$ cat config.mk
export PLATFORM = sky130hd
export DESIGN_NAME = prime_number_generator
export DESIGN_NICKNAME = d
export VERILOG_FILES = /design/src/rtl/prime_pkg.sv /design/src/rtl/prime_trial_step.sv /design/src/rtl/prime_number_generator.sv
export SDC_FILE = /design/constraint.sdc
export NUM_CORES = 1
export LEC_CHECK = 0
export CAP_MARGIN = 30
export CELL_PAD_IN_SITES_DETAIL_PLACEMENT = 0
export CELL_PAD_IN_SITES_GLOBAL_PLACEMENT = 1
export CORE_MARGIN = 4
export CORE_UTILIZATION = 47
export DETAILED_ROUTE_END_ITERATION = 8
export PLACE_DENSITY_LB_ADDON = 0.05
export SLEW_MARGIN = 0
export SYNTH_ARGS = -nofsm -noshare
export SYNTH_HDL_FRONTEND = slang
export SYNTH_HIERARCHICAL = 1
export SYNTH_SLANG_ARGS = --single-unit
$ cat constraint.sdc
create_clock -name clk -period 16.4 [get_ports clk]
set_input_delay 3.28 -clock clk [delete_from_list [all_inputs] [get_ports clk]]
set_output_delay 3.28 -clock clk [all_outputs]
set_load 0.005 [all_outputs]
$ cat src/rtl/prime_pkg.sv
// ============================================================================
// prime_pkg : shared FSM encodings and default sizing for the prime sequencer
// Revision  : 1.0
// ============================================================================
`default_nettype none

package prime_pkg;

   localparam int DEF_WIDTH    = 8;
   localparam int DEF_CNT_W    = 4;
   localparam int DEF_MAX_CAND = (1 << DEF_WIDTH) - 1;

   typedef enum logic [1:0] {
      ST_IDLE = 2'd0,
      ST_TEST = 2'd1,
      ST_EMIT = 2'd2,
      ST_DONE = 2'd3
   } state_t;

endpackage

`default_nettype wire

$ cat src/rtl/prime_trial_step.sv
// ============================================================================
// prime_trial_step : one trial-division step (square bound and divisibility)
// Revision         : 1.0
// ============================================================================
`default_nettype none

module prime_trial_step
   import prime_pkg::*;
#(
   parameter int WIDTH = DEF_WIDTH
) (
   input  logic [WIDTH-1:0] cand,
   input  logic [WIDTH-1:0] div,
   output logic             is_prime_done,
   output logic             is_divisible
);

   logic [2*WIDTH-1:0] w_div_sq;
   logic [WIDTH-1:0]   w_rem;

   // Square kept at double width so the bound test never truncates.
   assign w_div_sq      = {{WIDTH{1'b0}}, div} * {{WIDTH{1'b0}}, div};
   assign is_prime_done = (w_div_sq > {{WIDTH{1'b0}}, cand});
   assign w_rem         = (div != '0) ? (cand % div) : cand;
   assign is_divisible  = (div != '0) && (w_rem == '0);

endmodule

`default_nettype wire

$ cat src/rtl/prime_number_generator.sv
// ============================================================================
// prime_number_generator : streams the first N primes over a valid/ready port
// Revision               : 1.0
// ============================================================================
`default_nettype none

module prime_number_generator
   import prime_pkg::*;
#(
   parameter int WIDTH = DEF_WIDTH,
   parameter int CNT_W = DEF_CNT_W
) (
   input  logic             clk,
   input  logic             rst,
   input  logic             start,
   input  logic [CNT_W-1:0] max_count,
   output logic [WIDTH-1:0] prime_out,
   output logic             prime_valid,
   input  logic             prime_ready,
   output logic [CNT_W-1:0] count,
   output logic             busy,
   output logic             done,
   output logic             exhausted
);

   localparam logic [WIDTH-1:0] C_MAX_CAND = '1;
   localparam logic [WIDTH-1:0] C_FIRST    = WIDTH'(2);

   state_t           r_state;
   logic [WIDTH-1:0] r_cand;
   logic [WIDTH-1:0] r_div;
   logic [CNT_W-1:0] r_tgt;
   logic [CNT_W-1:0] r_count;
   logic [WIDTH-1:0] r_prime_out;
   logic             r_valid;
   logic             r_busy;
   logic             r_done;
   logic             r_exhausted;

   logic             w_prime_done;
   logic             w_divisible;
   logic [CNT_W-1:0] w_count_inc;
   logic             w_at_top;

   prime_trial_step #(.WIDTH(WIDTH)) u_step (
      .cand          (r_cand),
      .div           (r_div),
      .is_prime_done (w_prime_done),
      .is_divisible  (w_divisible)
   );

   assign w_count_inc = r_count + CNT_W'(1);
   assign w_at_top    = (r_cand == C_MAX_CAND);

   always_ff @(posedge clk) begin
      if (!rst) begin
         r_state     <= ST_IDLE;
         r_cand      <= '0;
         r_div       <= '0;
         r_tgt       <= '0;
         r_count     <= '0;
         r_prime_out <= '0;
         r_valid     <= 1'b0;
         r_busy      <= 1'b0;
         r_done      <= 1'b0;
         r_exhausted <= 1'b0;
      end else begin
         case (r_state)
            ST_IDLE, ST_DONE: begin
               if (start) begin
                  r_tgt       <= max_count;
                  r_count     <= '0;
                  r_exhausted <= 1'b0;
                  r_cand      <= C_FIRST;
                  r_div       <= C_FIRST;
                  if (max_count == '0) begin
                     r_state <= ST_DONE;
                     r_done  <= 1'b1;
                     r_busy  <= 1'b0;
                  end else begin
                     r_state <= ST_TEST;
                     r_done  <= 1'b0;
                     r_busy  <= 1'b1;
                  end
               end
            end
            ST_TEST: begin
               if (w_prime_done) begin
                  r_prime_out <= r_cand;
                  r_valid     <= 1'b1;
                  r_state     <= ST_EMIT;
               end else if (w_divisible) begin
                  if (w_at_top) begin
                     r_exhausted <= 1'b1;
                     r_done      <= 1'b1;
                     r_busy      <= 1'b0;
                     r_state     <= ST_DONE;
                  end else begin
                     r_cand <= r_cand + WIDTH'(1);
                     r_div  <= C_FIRST;
                  end
               end else begin
                  r_div <= r_div + WIDTH'(1);
               end
            end
            ST_EMIT: begin
               if (r_valid && prime_ready) begin
                  r_valid <= 1'b0;
                  r_count <= w_count_inc;
                  if (w_count_inc == r_tgt) begin
                     r_done  <= 1'b1;
                     r_busy  <= 1'b0;
                     r_state <= ST_DONE;
                  end else if (w_at_top) begin
                     r_exhausted <= 1'b1;
                     r_done      <= 1'b1;
                     r_busy      <= 1'b0;
                     r_state     <= ST_DONE;
                  end else begin
                     r_cand  <= r_cand + WIDTH'(1);
                     r_div   <= C_FIRST;
                     r_state <= ST_TEST;
                  end
               end
            end
            default: r_state <= ST_IDLE;
         endcase
      end
   end

   assign prime_out   = r_prime_out;
   assign prime_valid = r_valid;
   assign count       = r_count;
   assign busy        = r_busy;
   assign done        = r_done;
   assign exhausted   = r_exhausted;

endmodule

`default_nettype wire

=== Word level (Yosys, flattened, before mapping) ===
Cells that the tools add are included.

* Logic and storage cells: 98
* Flip-flop bits (word level): 38
* Output and inout bits: 16
* Bits of input ports: 8

* Multiply operators: 1
* Multiplexer cells: 52
* Equality and inequality tests: 13
* Divide/modulo/power cells: 1
* Reduce and logical (&&, ||, !) cells: 17
* Order comparisons: 1
* Add/subtract/negate cells: 3

{| class="wikitable"
|+ Operators with widths
! kind !! count
|-
| $mux 8 || 12
|-
| $pmux 8 s3 || 2
|-
| $mux 1 || 22
|-
| $add 8x1->8 const B || 2
|-
| $gt 16x8->1 || 1
|-
| $mul 8x8->16 || 1
|-
| $mux 2 || 8
|-
| $reduce_and 4->1 || 3
|-
| $pmux 1 s3 || 3
|-
| $eq 8x8->1 const B || 1
|-
| $logic_not 8->1 || 1
|-
| $mod 8x8->8 || 1
|-
| $mux 4 || 2
|-
| $ne 2x2->1 const B || 4
|-
| $pmux 4 s2 || 1
|-
| $reduce_bool 8->1 || 1
|-
| $pmux 2 s3 || 1
|-
| $reduce_and 3->1 || 2
|-
| $reduce_and 5->1 || 1
|-
| $add 4x1->4 const B || 1
|-
| $eq 2x2->1 const B || 2
|-
| $eq 4x4->1 || 1
|-
| $logic_not 4->1 || 1
|-
| $ne 2x1->1 const B || 2
|-
| 9 further kinds || 12
|}

=== Longest topological paths before layout ===
* Word-level depth: 7
* Depth in mapped cells: 62
* Mapped depth without buffers: 57

=== By module ===
Netlist, hierarchy kept.

{| class="wikitable"
|+ By module, submodules not included
! module !! sequential area each (µm²) !! times used !! area an instance (µm²) !! cells an instance
|-
| prime_trial_step || 0.0 || 1 || 3,467.1 || 443
|-
| prime_number_generator || 760.7 || 1 || 2,011.9 || 250
|}

=== Worst setup path after synthesis ===
Ideal clock, no wire load.

* Path kind: reg-to-reg
* From: register r_div[5]
* To: register r_cand[0]
* Slack: 3,663 ps
* Data arrival time: 12,667 ps
* Clock period less this slack: 12,737 ps
* Required time: 16,329 ps
* Cell stages (with the launch flop): 58
* Buffers on the path: 5
* Library setup time: 71 ps
* Cell sequence: dfxtp_1 > buf_6 > nor4_1 > nand2_1 > nor2_1 > a21oi_1 > a21oi_1 > ha_1 > nor3_1 > o32ai_1 > a31oi_1 > nor2_1 > ha_1 > o211ai_1 > a211o_1 > or3_1 > nand2_1 > ha_1 > [... 22 more ...] > inv_1 > o21ai_0 > fa_1 > a21o_1 > a21oi_1 > o21bai_1 > a21oi_1 > a21oi_1 > or3_1 > or3_1 > o41ai_2 > nor2b_4 > buf_6 > nor4_4 > o31ai_2 > buf_6 > or4_1 > a21oi_1

* Word-level cells in the longest chain between the ends: 6
* Elaborated cells on any way between the ends: 10
* Those cells by class: mul (1); div (1); order compare (1); eq/ne (2); mux (1); reduce/logical (4)

{| class="wikitable"
|+ RTL lines
! element !! RTL line !! source
|-
| start: declaration || prime_number_generator.sv:31 || <nowiki>logic [WIDTH-1:0] r_div;</nowiki>
|-
| start signal: assignment || prime_number_generator.sv:103 || <nowiki>r_div <= r_div + WIDTH'(1);</nowiki>
|-
| $mod 8x8->8 / $reduce_bool 8->1 (equally long branches) || prime_trial_step.sv:24, prime_trial_step.sv:25 ||
|-
| $mux 8 || prime_trial_step.sv:24 || <nowiki>assign w_rem = (div != '0) ? (cand % div) : cand;</nowiki>
|-
| $logic_not 8->1 || prime_trial_step.sv:25 || <nowiki>assign is_divisible = (div != '0) && (w_rem == '0);</nowiki>
|-
| $logic_and 1x1->1 (*) || prime_trial_step.sv:25 ||
|-
| named net w_divisible || prime_number_generator.sv:41 || <nowiki>logic w_divisible;</nowiki>
|-
| $ne 2x1->1 (no source line) (*) || - ||
|-
| $reduce_and 5->1 (no source line) (*) || - ||
|-
| end signal: assignment || prime_number_generator.sv:99 || <nowiki>r_cand <= r_cand + WIDTH'(1);</nowiki>
|-
| end signal: assignment || prime_number_generator.sv:120 || <nowiki>r_cand <= r_cand + WIDTH'(1);</nowiki>
|-
| end: declaration || prime_number_generator.sv:30 || <nowiki>logic [WIDTH-1:0] r_cand;</nowiki>
|}

The timed path passes the listed nets; every way through them passes the cells marked *.
A chain may end at the register's enable or synchronous reset.

=== Worst setup path after layout ===
* From: register r_div[5]
* To: register r_cand[4]

Same word-level chain as after synthesis.

==> impl_results.md <==
- Outcome: complete, no violations
- Synthesized Nets: 806
- WL per Instance: 16.88 um
- Final Hold Fails: 0
- Largest stage delay, worst path: 0.67 ns
- Pre-antenna DRT Iters: 4
- Drt via density: 5.979
- Postcts setup bufs: 0
- ANT cells: 0
- Clock Path Buffers: 2
- Initial antenna violation count: 0
- Site Rows: 39
- Worst-path fanout max: 15
- TritonCTS clock tree: yes
- Number of global-route vias before repair: 4,851
- Hold_ws: 0.4537 ns
- Slew Limit Headroom: 43.53%
- Startpoint types: flop
- Post-synthesis cell type count: 78
- Total core area: 11,420 sq um
- RR Startpoint: r_div[5]
- Avg Cell Area, Syn: 7.906 sq um
- Cell with the most instances after synthesis: ha_1
- Worst slew pin tran: 0.8406 ns
- Antenna viol nets, final: 0
- Leading area contributor after synthesis: ha_1
- CTS Root Cell: clkbuf_16
- Core Util, Final: 51.82%
- Gpl congestion: 0.8918
- Synthesized area: 5479 sq um
- Maxcap violations: 0
- Grt total ovfl: 0
- CTS buffer count: 5
- Initial Util: 47.98%
- Hold Crit Class: reg -> reg
- Clock latency on the worst-skew pair: 0.29 ns
- Launch point of the worst path: r_div[5]
- Final nets: 816
- Dpl hpwl: 11,030 um
- Seq/Total Area, Yosys: 13.88%
- Unrepaired setup endpoints after global routing: no
- H-tree levels: 2
- Area Growth Syn to Fin: 7.993%
- Cell mode on critical path: a21oi_1
- Flops & latches, synth: 38
- Overall routing resource usage: 21.60%
- Max Freq: 67.68 MHz
- Vert. Die Dim: 116.0 um
- Post-synth EDFFs: 0
- Hold Crit Start: prime_out[7]
- Required time worst endpoint: 16.61 ns
- Critical Path AT: 14.99 ns
- Die ar.: 13,450 sq um
- Critical path endpoint category: flop
- Top cells by area, synth: ha_1, dfxtp_1, fa_1, a21oi_1, inv_1
- Die span in x: 116.0 um
- DRT iter0 DRCs: 284
- PortBufs: 23
- Mapped Cells: 693
- Setup violators final: 0
- Min Tclk post-route: 14.78 ns
- Synth Warn #: 6
- Clock Sinks: 38
- Post-route clock period utilization: 90.10%
- Setup TNS: 0 ns
- Pin count of the biggest net entering global routing: 26
- CP max stage cell: nor4_1
- Post-CTS resize count: 0
- Clock Skew: 0.004853 ns
- Kind of critical path: reg -> reg
- Pins Over Slew Limit: 0
- Ys async rst share: 0%
- Final wirelength: 14,300 um
- Routed vias: 5,064
- Synth top cells by count: ha_1, a21oi_1, inv_1
- Post-CTS Hold Buffers: 0
- DRC: 0
- Fraction of layout cells with a size suffix above 1: 5.256%
- Global-route wire length before repair: 23,410 um
- Reg clk slew, reported paths: 0.06 ns
- # IOs: 24
- Area share of the largest cell type after synthesis: 18.04%
- Synth Flop Type: dfxtp_1
[cells in the final DEF (no fill, tap or decap), drive strengths merged, types with 6 or more instances in the layout]
master | synthesis | layout
inv | 67 | 67
a31oi | 6 | 6
or3 | 7 | 7
nor4 | 6 | 6
nand3 | 19 | 19
a21o | 11 | 11
nand2 | 57 | 57
nor2 | 62 | 62
o21a | 11 | 11
xor2 | 13 | 13
clkdlybuf4s50 | 0 | 23
ha | 79 | 79
xnor2 | 20 | 20
or4 | 8 | 8
nand4 | 8 | 8
dfxtp | 38 | 38
and2 | 6 | 6
o21ai | 35 | 35
clkbuf | 12 | 6
a21oi | 72 | 72
nor3 | 20 | 20
mux2 | 9 | 9
fa | 26 | 26
nand2b | 6 | 6
[stage by stage]
stage / cells / setup slack, ns / instance area [sq um]
2_1_floorplan: 693 / 3.663 / 5479
3_3_place_gp: 839 / 2.237 / 5766
3_5_place_dp: 839 / 1.819 / 5766
4_1_cts: 847 / 1.774 / 5917
5_1_grt: 847 / 0.5298 / 5917
6_report: 847 / 1.624 / 5917
[flip-flops by register name, indices dropped and copies added, names as in the netlist]
name	flops
busy	1
count	4
done	1
exhausted	1
prime_out	8
prime_valid	1
r_cand	8
r_div	8
r_state	2
r_tgt	4
[worst max-delay path: cells and delay by family (launching register included)]
kind                     cells  cell delay (ns)
flip-flops                   1             0.48
buffers and inverters        1             0.26
AND/OR/NAND/NOR             16             4.71
AO/OA/AOI/OAI               28             6.49
adder cells (fa/ha/maj)      7             2.09
multiplexers                 2             0.64
[metal layers]
| layer | part of all wire (%) | up-vias | wire length, um | global-route usage (%) |
|---|---|---|---|---|
| li1 | - | 2520 | - | - |
| met2 | 50 | 88 | 7179 | 38.36 |
| met5 | 0 | - | 0 | 0 |
| met1 | 46 | 2444 | 6523 | 28.08 |
| met4 | 1.4 | 0 | 201 | 5.723 |
| met3 | 2.8 | 12 | 394 | 1.932 |
[kinds of logic after synthesis]
kind of cell | count (synthesis) | synth area share [%]
adders and majority gates | 105 | 27.54
and+or+nand+nor | 221 | 20.28
AOI/OAI and AO/OA | 196 | 23.29
xor gates and xnor gates | 34 | 5.686
muxes | 11 | 2.421
DFF | 38 | 13.88
buffers and inverters | 88 | 6.896
[final timing paths]
check | to | slack, ns | cells past startpoint
setup reg to reg | r_cand[4] | 1.62 | 54
setup / recovery | r_cand[4] | 1.62 | 54
hold / removal | prime_out[7] | 0.45 | 2
hold reg to reg | prime_out[7] | 0.45 | 2
[cell type report]
class	count	area [sq um]
flip-flops and latches	38	760.7
well taps	143	178.9
fillers	1114	5502
clock buffers	6	138.9
repair buffers	23	230.2
inverters	68	255.2
multi-input cells	567	4340
clock inverters	2	12.51
Power is left out: the tool's default activity adds up to more than one toggle a clock period on the data nets, which glitch-free logic cannot reach.
